[src/rtl/mdu_pkg.sv]
// mdu_pkg: shared types for the multiply/divide unit.
//   mdu_op_t      - HI/LO-class op codes presented by the EX stage
//   mdu_state_t   - sequencer states
//   is_mdu_multi  - true for ops that occupy the unit for several cycles
//   is_mdu_valid  - true for any recognised op code (others are no-ops)
package mdu_pkg;

    typedef enum logic [3:0] {
        OP_NOP   = 4'd0,
        OP_MULT  = 4'd1,
        OP_MULTU = 4'd2,
        OP_DIV   = 4'd3,
        OP_DIVU  = 4'd4,
        OP_MFHI  = 4'd5,
        OP_MFLO  = 4'd6,
        OP_MTHI  = 4'd7,
        OP_MTLO  = 4'd8
    } mdu_op_t;

    typedef enum logic [1:0] {
        IDLE = 2'd0,
        MUL  = 2'd1,
        DIV  = 2'd2,
        DONE = 2'd3
    } mdu_state_t;

    function automatic logic is_mdu_multi(input logic [3:0] op);
        return (op == OP_MULT) || (op == OP_MULTU) ||
               (op == OP_DIV)  || (op == OP_DIVU);
    endfunction

    function automatic logic is_mdu_valid(input logic [3:0] op);
        return (op >= 4'd1) && (op <= 4'd8);
    endfunction

endpackage

[src/rtl/mdu_div_core.sv]
// mdu_div_core: iterative restoring divider on unsigned magnitudes.
// Ports:
//   clk, rst          - clock, synchronous active-high reset
//   load              - capture dividend/divisor and clear the partial remainder
//   dividend, divisor - unsigned operands
//   step              - perform one restoring step (one quotient bit) this cycle
//   quotient          - quotient after the step being taken this cycle
//   remainder         - remainder after the step being taken this cycle
// The outputs look one step ahead so the sequencer can commit the final
// result on the same edge that performs the last iteration.
module mdu_div_core #(
    parameter int WIDTH = 32
) (
    input  logic             clk,
    input  logic             rst,
    input  logic             load,
    input  logic [WIDTH-1:0] dividend,
    input  logic [WIDTH-1:0] divisor,
    input  logic             step,
    output logic [WIDTH-1:0] quotient,
    output logic [WIDTH-1:0] remainder
);

    logic [WIDTH-1:0] quo_q;
    logic [WIDTH-1:0] rem_q;
    logic [WIDTH-1:0] dvs_q;
    logic [WIDTH:0]   partial;
    logic [WIDTH:0]   diff;

    // The partial remainder is one bit wider than the operands so the sign
    // of the trial subtraction tells us whether to restore.
    always_comb begin
        partial = {rem_q, quo_q[WIDTH-1]};
        diff    = partial - {1'b0, dvs_q};
        if (diff[WIDTH]) begin
            remainder = partial[WIDTH-1:0];
            quotient  = {quo_q[WIDTH-2:0], 1'b0};
        end else begin
            remainder = diff[WIDTH-1:0];
            quotient  = {quo_q[WIDTH-2:0], 1'b1};
        end
    end

    // quo_q starts as the dividend and fills with quotient bits from the right.
    always_ff @(posedge clk) begin
        if (rst) begin
            quo_q <= '0;
            rem_q <= '0;
            dvs_q <= '0;
        end else if (load) begin
            quo_q <= dividend;
            rem_q <= '0;
            dvs_q <= divisor;
        end else if (step) begin
            quo_q <= quotient;
            rem_q <= remainder;
        end
    end

endmodule

[src/rtl/mdu_ctrl.sv]
// mdu_ctrl: multiply/divide sequencer beside the EX-stage ALU.
// Owns HI/LO, runs mult/multu as a counted fixed-latency op and div/divu as
// a radix-2 restoring loop, and stalls the front of the pipe while busy.
// Ports:
//   clk, rst          - clock, synchronous active-high reset
//   start, mdu_op     - EX stage presents an MDU op this cycle
//   src_a, src_b      - rs / rt operand values
//   flush             - squash the EX instruction and abort any in-flight op
//   stall             - hold IF/ID/EX (request arrived while busy)
//   busy              - multi-cycle op in flight
//   hi_out, lo_out    - current HI / LO
//   rd_data, rd_valid - mfhi/mflo result, combinational in the issue cycle
module mdu_ctrl
    import mdu_pkg::*;
#(
    parameter int WIDTH      = 32,
    parameter int MUL_CYCLES = 4,
    parameter int DIV_CYCLES = WIDTH
) (
    input  logic             clk,
    input  logic             rst,
    input  logic             start,
    input  logic [3:0]       mdu_op,
    input  logic [WIDTH-1:0] src_a,
    input  logic [WIDTH-1:0] src_b,
    input  logic             flush,
    output logic             stall,
    output logic             busy,
    output logic [WIDTH-1:0] hi_out,
    output logic [WIDTH-1:0] lo_out,
    output logic [WIDTH-1:0] rd_data,
    output logic             rd_valid
);

    localparam int MAX_CYCLES = (DIV_CYCLES > MUL_CYCLES) ? DIV_CYCLES : MUL_CYCLES;
    localparam int CNT_W      = $clog2(MAX_CYCLES + 1);

    mdu_state_t         state_q, state_d;
    logic [CNT_W-1:0]   cnt_q, cnt_d;
    logic [WIDTH-1:0]   hi_q, hi_d, lo_q, lo_d;
    logic [WIDTH-1:0]   mul_a_q, mul_b_q;
    logic               mul_signed_q;
    logic               neg_quo_q, neg_rem_q, div_zero_q;

    logic               accept, mul_load, div_load;
    logic               div_signed, a_neg, b_neg;
    logic [WIDTH-1:0]   abs_a, abs_b;
    logic [2*WIDTH-1:0] mul_ext_a, mul_ext_b, product;
    logic [WIDTH-1:0]   div_quo, div_rem, quo_fix, rem_fix;

    // A request is taken whenever no multi-cycle op is running, including the
    // DONE cycle, which gives back-to-back issue. Flush kills the request.
    always_comb begin
        busy     = (state_q == MUL) || (state_q == DIV);
        accept   = start && !flush && is_mdu_valid(mdu_op) && !busy;
        stall    = start && !flush && is_mdu_valid(mdu_op) && busy;
        mul_load = accept && ((mdu_op == OP_MULT) || (mdu_op == OP_MULTU));
        div_load = accept && ((mdu_op == OP_DIV) || (mdu_op == OP_DIVU));
        rd_valid = accept && ((mdu_op == OP_MFHI) || (mdu_op == OP_MFLO));
        rd_data  = '0;
        if (rd_valid) begin
            rd_data = (mdu_op == OP_MFHI) ? hi_q : lo_q;
        end
    end

    // Divider works on magnitudes; the signs are remembered for the fixup.
    // |0x80000000| wraps to itself, which gives the required overflow result.
    always_comb begin
        div_signed = (mdu_op == OP_DIV);
        a_neg      = div_signed && src_a[WIDTH-1];
        b_neg      = div_signed && src_b[WIDTH-1];
        abs_a      = a_neg ? -src_a : src_a;
        abs_b      = b_neg ? -src_b : src_b;
    end

    mdu_div_core #(.WIDTH(WIDTH)) u_div_core (
        .clk       (clk),
        .rst       (rst),
        .load      (div_load),
        .dividend  (abs_a),
        .divisor   (abs_b),
        .step      (state_q == DIV),
        .quotient  (div_quo),
        .remainder (div_rem)
    );

    // Sign- or zero-extending to 2*WIDTH lets one unsigned multiplier produce
    // both signed and unsigned products; the countdown gives it time to settle.
    // With a zero divisor the magnitude remainder is |a|, so the fixup below
    // restores src_a for HI while LO is forced to all ones.
    always_comb begin
        mul_ext_a = mul_signed_q ? {{WIDTH{mul_a_q[WIDTH-1]}}, mul_a_q} : {{WIDTH{1'b0}}, mul_a_q};
        mul_ext_b = mul_signed_q ? {{WIDTH{mul_b_q[WIDTH-1]}}, mul_b_q} : {{WIDTH{1'b0}}, mul_b_q};
        product   = mul_ext_a * mul_ext_b;
        quo_fix   = div_zero_q ? {WIDTH{1'b1}} : (neg_quo_q ? -div_quo : div_quo);
        rem_fix   = neg_rem_q ? -div_rem : div_rem;
    end

    // Next-state and HI/LO update logic.
    always_comb begin
        state_d = state_q;
        cnt_d   = cnt_q;
        hi_d    = hi_q;
        lo_d    = lo_q;
        case (state_q)
            IDLE, DONE: begin
                state_d = IDLE;
                if (mul_load) begin
                    state_d = MUL;
                    cnt_d   = CNT_W'(MUL_CYCLES - 1);
                end else if (div_load) begin
                    state_d = DIV;
                    cnt_d   = CNT_W'(DIV_CYCLES - 1);
                end else if (accept && (mdu_op == OP_MTHI)) begin
                    hi_d = src_a;
                end else if (accept && (mdu_op == OP_MTLO)) begin
                    lo_d = src_a;
                end
            end
            MUL: begin
                if (flush) begin
                    state_d = IDLE;
                end else if (cnt_q == '0) begin
                    {hi_d, lo_d} = product;
                    state_d      = DONE;
                end else begin
                    cnt_d = cnt_q - CNT_W'(1);
                end
            end
            DIV: begin
                if (flush) begin
                    state_d = IDLE;
                end else if (cnt_q == '0) begin
                    lo_d    = quo_fix;
                    hi_d    = rem_fix;
                    state_d = DONE;
                end else begin
                    cnt_d = cnt_q - CNT_W'(1);
                end
            end
            default: state_d = IDLE;
        endcase
    end

    // State, HI/LO and operand registers.
    always_ff @(posedge clk) begin
        if (rst) begin
            state_q      <= IDLE;
            cnt_q        <= '0;
            hi_q         <= '0;
            lo_q         <= '0;
            mul_a_q      <= '0;
            mul_b_q      <= '0;
            mul_signed_q <= 1'b0;
            neg_quo_q    <= 1'b0;
            neg_rem_q    <= 1'b0;
            div_zero_q   <= 1'b0;
        end else begin
            state_q <= state_d;
            cnt_q   <= cnt_d;
            hi_q    <= hi_d;
            lo_q    <= lo_d;
            if (mul_load) begin
                mul_a_q      <= src_a;
                mul_b_q      <= src_b;
                mul_signed_q <= (mdu_op == OP_MULT);
            end
            if (div_load) begin
                neg_quo_q  <= a_neg ^ b_neg;
                neg_rem_q  <= a_neg;
                div_zero_q <= (src_b == '0);
            end
        end
    end

    assign hi_out = hi_q;
    assign lo_out = lo_q;

endmodule

[config.mk]
export PLATFORM = sky130hd
export DESIGN_NAME = mdu_ctrl
export DESIGN_NICKNAME = d
export VERILOG_FILES = /design/src/rtl/mdu_pkg.sv /design/src/rtl/mdu_div_core.sv /design/src/rtl/mdu_ctrl.sv
export SDC_FILE = /design/constraint.sdc
export NUM_CORES = 2
export LEC_CHECK = 0
export ABC_AREA = 1
export CORE_UTILIZATION = 63
export DETAILED_ROUTE_END_ITERATION = 10
export PLACE_DENSITY_LB_ADDON = 0.1
export SKIP_CTS_REPAIR_TIMING = 1
export SLEW_MARGIN = 0
export SYNTH_ARGS = -nofsm -noshare
export SYNTH_HDL_FRONTEND = slang
export SYNTH_SLANG_ARGS = --single-unit
[constraint.sdc]
create_clock -name clk -period 10.7 [get_ports clk]
set_input_delay 2.14 -clock clk [delete_from_list [all_inputs] [get_ports clk]]
set_output_delay 2.14 -clock clk [all_outputs]
set_load 0.02 [all_outputs]
==> out/summary.txt <==
========================================================================================
Outcome                                                                     finished, final reports clean
Summed instance area of the synthesized netlist                              0.0660 mm^2
Fill cells                                                                         8,835
Worst reg2reg endpoint                                                      hi_out[27]$_SDFFE_PP0P_
Register-to-register path setup slack                                            0.62 ns
Number of cells produced by synthesis                                              8,752
Total track usage                                                                  44.1%
Area share of the leading cell type in the synthesized netlist                     43.1%
Highest Clock Rate                                                              99.2 MHz
Classification of the worst-slack hold path                                   reg -> reg
Type of the worst setup path                                                  reg -> reg
Fraction of the core area covered by cells at the end of the flow                  67.6%
Number of DRC markers after the initial detailed-route iteration                   6,131
Setup repair after global routing missed its margin                                false
Worst hold path endpoint                                                    u_div_core.dvs_q[8]$_SDFFE_PP0P_
Count of antenna-violating nets left after detailed routing                            0
Die Outline Area                                                              0.106 mm^2
First-pass GRT wire length                                                    351,000 um
Worst reg2reg startpoint                                                    mul_signed_q$_SDFFE_PP0P_
Element type at the critical path start                                        flip-flop
Mean area per synthesized cell                                                 7.54 um^2
Part of the Yosys area used for sequential elements                                7.16%
Area of combinational cells with multiple inputs                             0.0500 mm^2
Total power divided by cell area                                            43.8 mW/mm^2
Xor/xnor cell area share of the yosys netlist                                      1.22%
Worst hold stages                                                                      2
Clock buffer depth                                                                     3
Total routed wirelength                                                       229,000 um
Placement row count                                                                  118
Number of warnings printed during yosys synthesis                                      0
Ys flop type                                                                sky130_fd_sc_hd__dfxtp_1
Instance area after placement                                                0.0690 mm^2
Total number of nets in the final design                                          10,500
Syn_nets                                                                          10,600
Yosys reg bits                                                                       236
Port buffer count                                                                    170
Crit end category                                                              flip-flop
Most used cell, CP                                                          sky130_fd_sc_hd__fa_1
Area growth from synthesis to final layout                                         6.14%
Maximum resistive drop on vdd                                                 0.000121 V
Cell with the biggest individual delay on the critical path                 sky130_fd_sc_hd__fa_1
Transition time at the pin with the least slew margin                            1.27 ns
DRC violations left                                                                    0
Ranking of synthesized cells by area                                        sky130_fd_sc_hd__fa_1, sky130_fd_sc_hd__inv_1, sky130_fd_sc_hd__nand2_1
Max capacitance violation total                                                        0
Count of cell types in the netlist                                                    61
Worst-case clock skew                                                          0.0360 ns
Max-slew violation total from the final report                                         0
Worst min-delay path startpoint                                             u_div_core.dvs_q[8]$_SDFFE_PP0P_
Worst rel slew slack                                                               15.3%
Initial antenna violation count                                                       22
Data arrival time of the critical path                                          10.59 ns
Maximum number of pins on one net before global-route repair                          79
Total non-filler cell area in the finished layout                            0.0700 mm^2
Wire length per cell after detailed routing                                      22.7 um
Combinational family with the most area after synthesis                      adder cells
Remaining global-route overflow                                                        0
Share of async-settable or async-resettable flops after synthesis                     0%
Vias in the first global route                                                    59,300
Hpwl dp                                                                       188,000 um
Fraction of final layout cells sized beyond drive strength 1                       3.64%
Most common cell after layout, fill and taps aside                          sky130_fd_sc_hd__inv_1
TritonCTS Buffers                                                                     29
Top cell type by total area after synthesis                                 sky130_fd_sc_hd__fa_1
Biggest cell delay along the critical path                                       0.91 ns
Seq. cell area                                                              0.00473 mm^2
Number of flops mapped to enable cells by yosys                                        0
Mux cell area share after synthesis                                                   0%
Simple-gate portion of the synthesized area                                        16.6%
Clock H-tree levels                                                                    1
Routed via count                                                                  57,400
Compound-cell area share of the yosys netlist                                      8.19%
Placeable core area                                                           0.104 mm^2
Static leakage                                                                 0.0404 uW
Clock network latency to the later pin of the worst-skew pair                    0.61 ns
CTS tree                                                                            done
Root buffer cell                                                            sky130_fd_sc_hd__clkbuf_16
Worst Reg2Reg Path Length in Cells                                                    34
Total of endpoints with negative setup slack in the final report                       0
CTS clk-pin slew, worst paths                                                    0.06 ns
Post-Route Setup TNS                                                                0 ns
Final hold viol count                                                                  0
Height of the chip                                                                326 um
Worst hold slack                                                                0.486 ns
Clock Sinks                                                                          236
Adder-cell share of the synthesized area                                           49.7%
Die X-Extent                                                                      326 um
Total buffers and inverters traversed by the critical path                            10
Initial core utilization                                                           63.7%
Number of vias per cell                                                             5.68
Boundary pin count                                                                   171
Share of the cycle needed by the critical path after routing                       94.2%
Routability-driven placement congestion ratio                                       1.07
Data required time at the worst endpoint                                        11.21 ns
Leading cell types in the layout, fill and taps excluded                    sky130_fd_sc_hd__inv_1, sky130_fd_sc_hd__nand2_1, sky130_fd_sc_hd__fa_1
Top fanout value on the critical path                                                 26
Clock period minus final worst setup slack                                      10.08 ns
Category of cells accounting for the largest share of critical-path delay    adder cells
Number of detailed-route iterations in the first pass                                  6
========================================================================================
cell usage after synthesis (all sizes together), types with 2 or more instances:
cell,instances
a31oi,62
dfxtp,236
o221ai,4
a211oi,8
inv,2589
a21o,11
o21ai,408
ha,348
o2111ai,2
buf,32
nand2,1888
a21boi,7
nor4,12
nor3,38
a32o,12
nand4,27
o22ai,29
o211ai,37
or2,37
clkbuf,369
xnor2,39
o21a,6
nor2,429
nand3,222
xor2,53
and2,2
a21oi,386
clkinv,4
fa,1420
and3,3
nor3b,2
nand3b,14
o21bai,11
final cells by class:
type                            instances  share of cell area [%]
Tap cell                             1380                    2.47
Multi-Input combinational cell       5522                    71.3
Inverter                             2593                    13.9
Antenna cell                           23                  0.0822
Sequential cell                       236                    6.75
Clock buffer                           36                    1.16
Clock inverter                         17                   0.222
Timing Repair Buffer                  307                    4.09
flip-flops by register name, indices dropped and copies added (netlist names):
signal            count
hi_out               32
lo_out               32
mul_a_q              32
mul_b_q              32
u_div_core.dvs_q     32
u_div_core.quo_q     32
u_div_core.rem_q     32
cnt_q                 6
state_q               2
div_zero_q            1
mul_signed_q          1
neg_quo_q             1
neg_rem_q             1
power breakdown:
| group | leakage (uW) | switching, uW | total [uW] | internal (uW) |
|---|---|---|---|---|
| sequential | 0.00191 | 41.7 | 941 | 900 |
| combinational | 0.0380 | 785 | 1090 | 304 |
| clock | 0.000482 | 448 | 1030 | 586 |
| total | 0.0404 | 1270 | 3060 | 1790 |
cells by family (layout without fill, tap and decap cells):
logic type / count (synthesis) / in the layout
compound gates: 987 / 987
xor+xnor: 92 / 92
fa+ha+maj: 1768 / 1768
buf+inv: 2994 / 2953
flops: 236 / 236
other cells: 0 / 23
simple gates: 2675 / 2675
routing by layer:
metal / up-vias / GRT usage [%] / share of wire [%] / wire length [um]
met5: - / 0 / 0.0087 / 20
li1: 25200 / - / - / -
met2: 3219 / 70.1 / 46 / 105000
met1: 28300 / 55.9 / 36 / 83100
met4: 4 / 27.8 / 7.7 / 17600
met3: 774 / 8.23 / 10 / 23400
worst max path at each step:
| stage | slack, ns | to | cells past startpoint | from |
|---|---|---|---|---|
| after detailed placement | 0.81 | hi_out[27]$_SDFFE_PP0P_ | 32 | mul_signed_q$_SDFFE_PP0P_ |
| after floorplan | 1.88 | hi_out[31]$_SDFFE_PP0P_ | 34 | mul_a_q[31]$_SDFFE_PP0P_ |
| after global placement | 1.00 | hi_out[27]$_SDFFE_PP0P_ | 34 | mul_signed_q$_SDFFE_PP0P_ |
| final | 0.62 | hi_out[27]$_SDFFE_PP0P_ | 34 | mul_signed_q$_SDFFE_PP0P_ |
| after global routing | 0.18 | hi_out[27]$_SDFFE_PP0P_ | 32 | mul_signed_q$_SDFFE_PP0P_ |
| after CTS | 0.73 | hi_out[27]$_SDFFE_PP0P_ | 32 | mul_signed_q$_SDFFE_PP0P_ |
stage by stage:
step | std cells | setup slack [ns] | power [uW]
floorplan | 8752 | 1.88 | 1690
global placement | 10000 | 1.00 | 2000
detailed placement | 10000 | 0.814 | 2010
CTS | 10100 | 0.729 | 3020
global route | 10100 | 0.185 | 3180
finish | 10100 | 0.615 | 3060
tightest hold or removal path, stage by stage, from the launching register on:
cell	delay, ns
sky130_fd_sc_hd__dfxtp_1	0.32
sky130_fd_sc_hd__o21ai_0	0.09
sky130_fd_sc_hd__inv_1	0.05
Power figures use the tool's default switching activity.
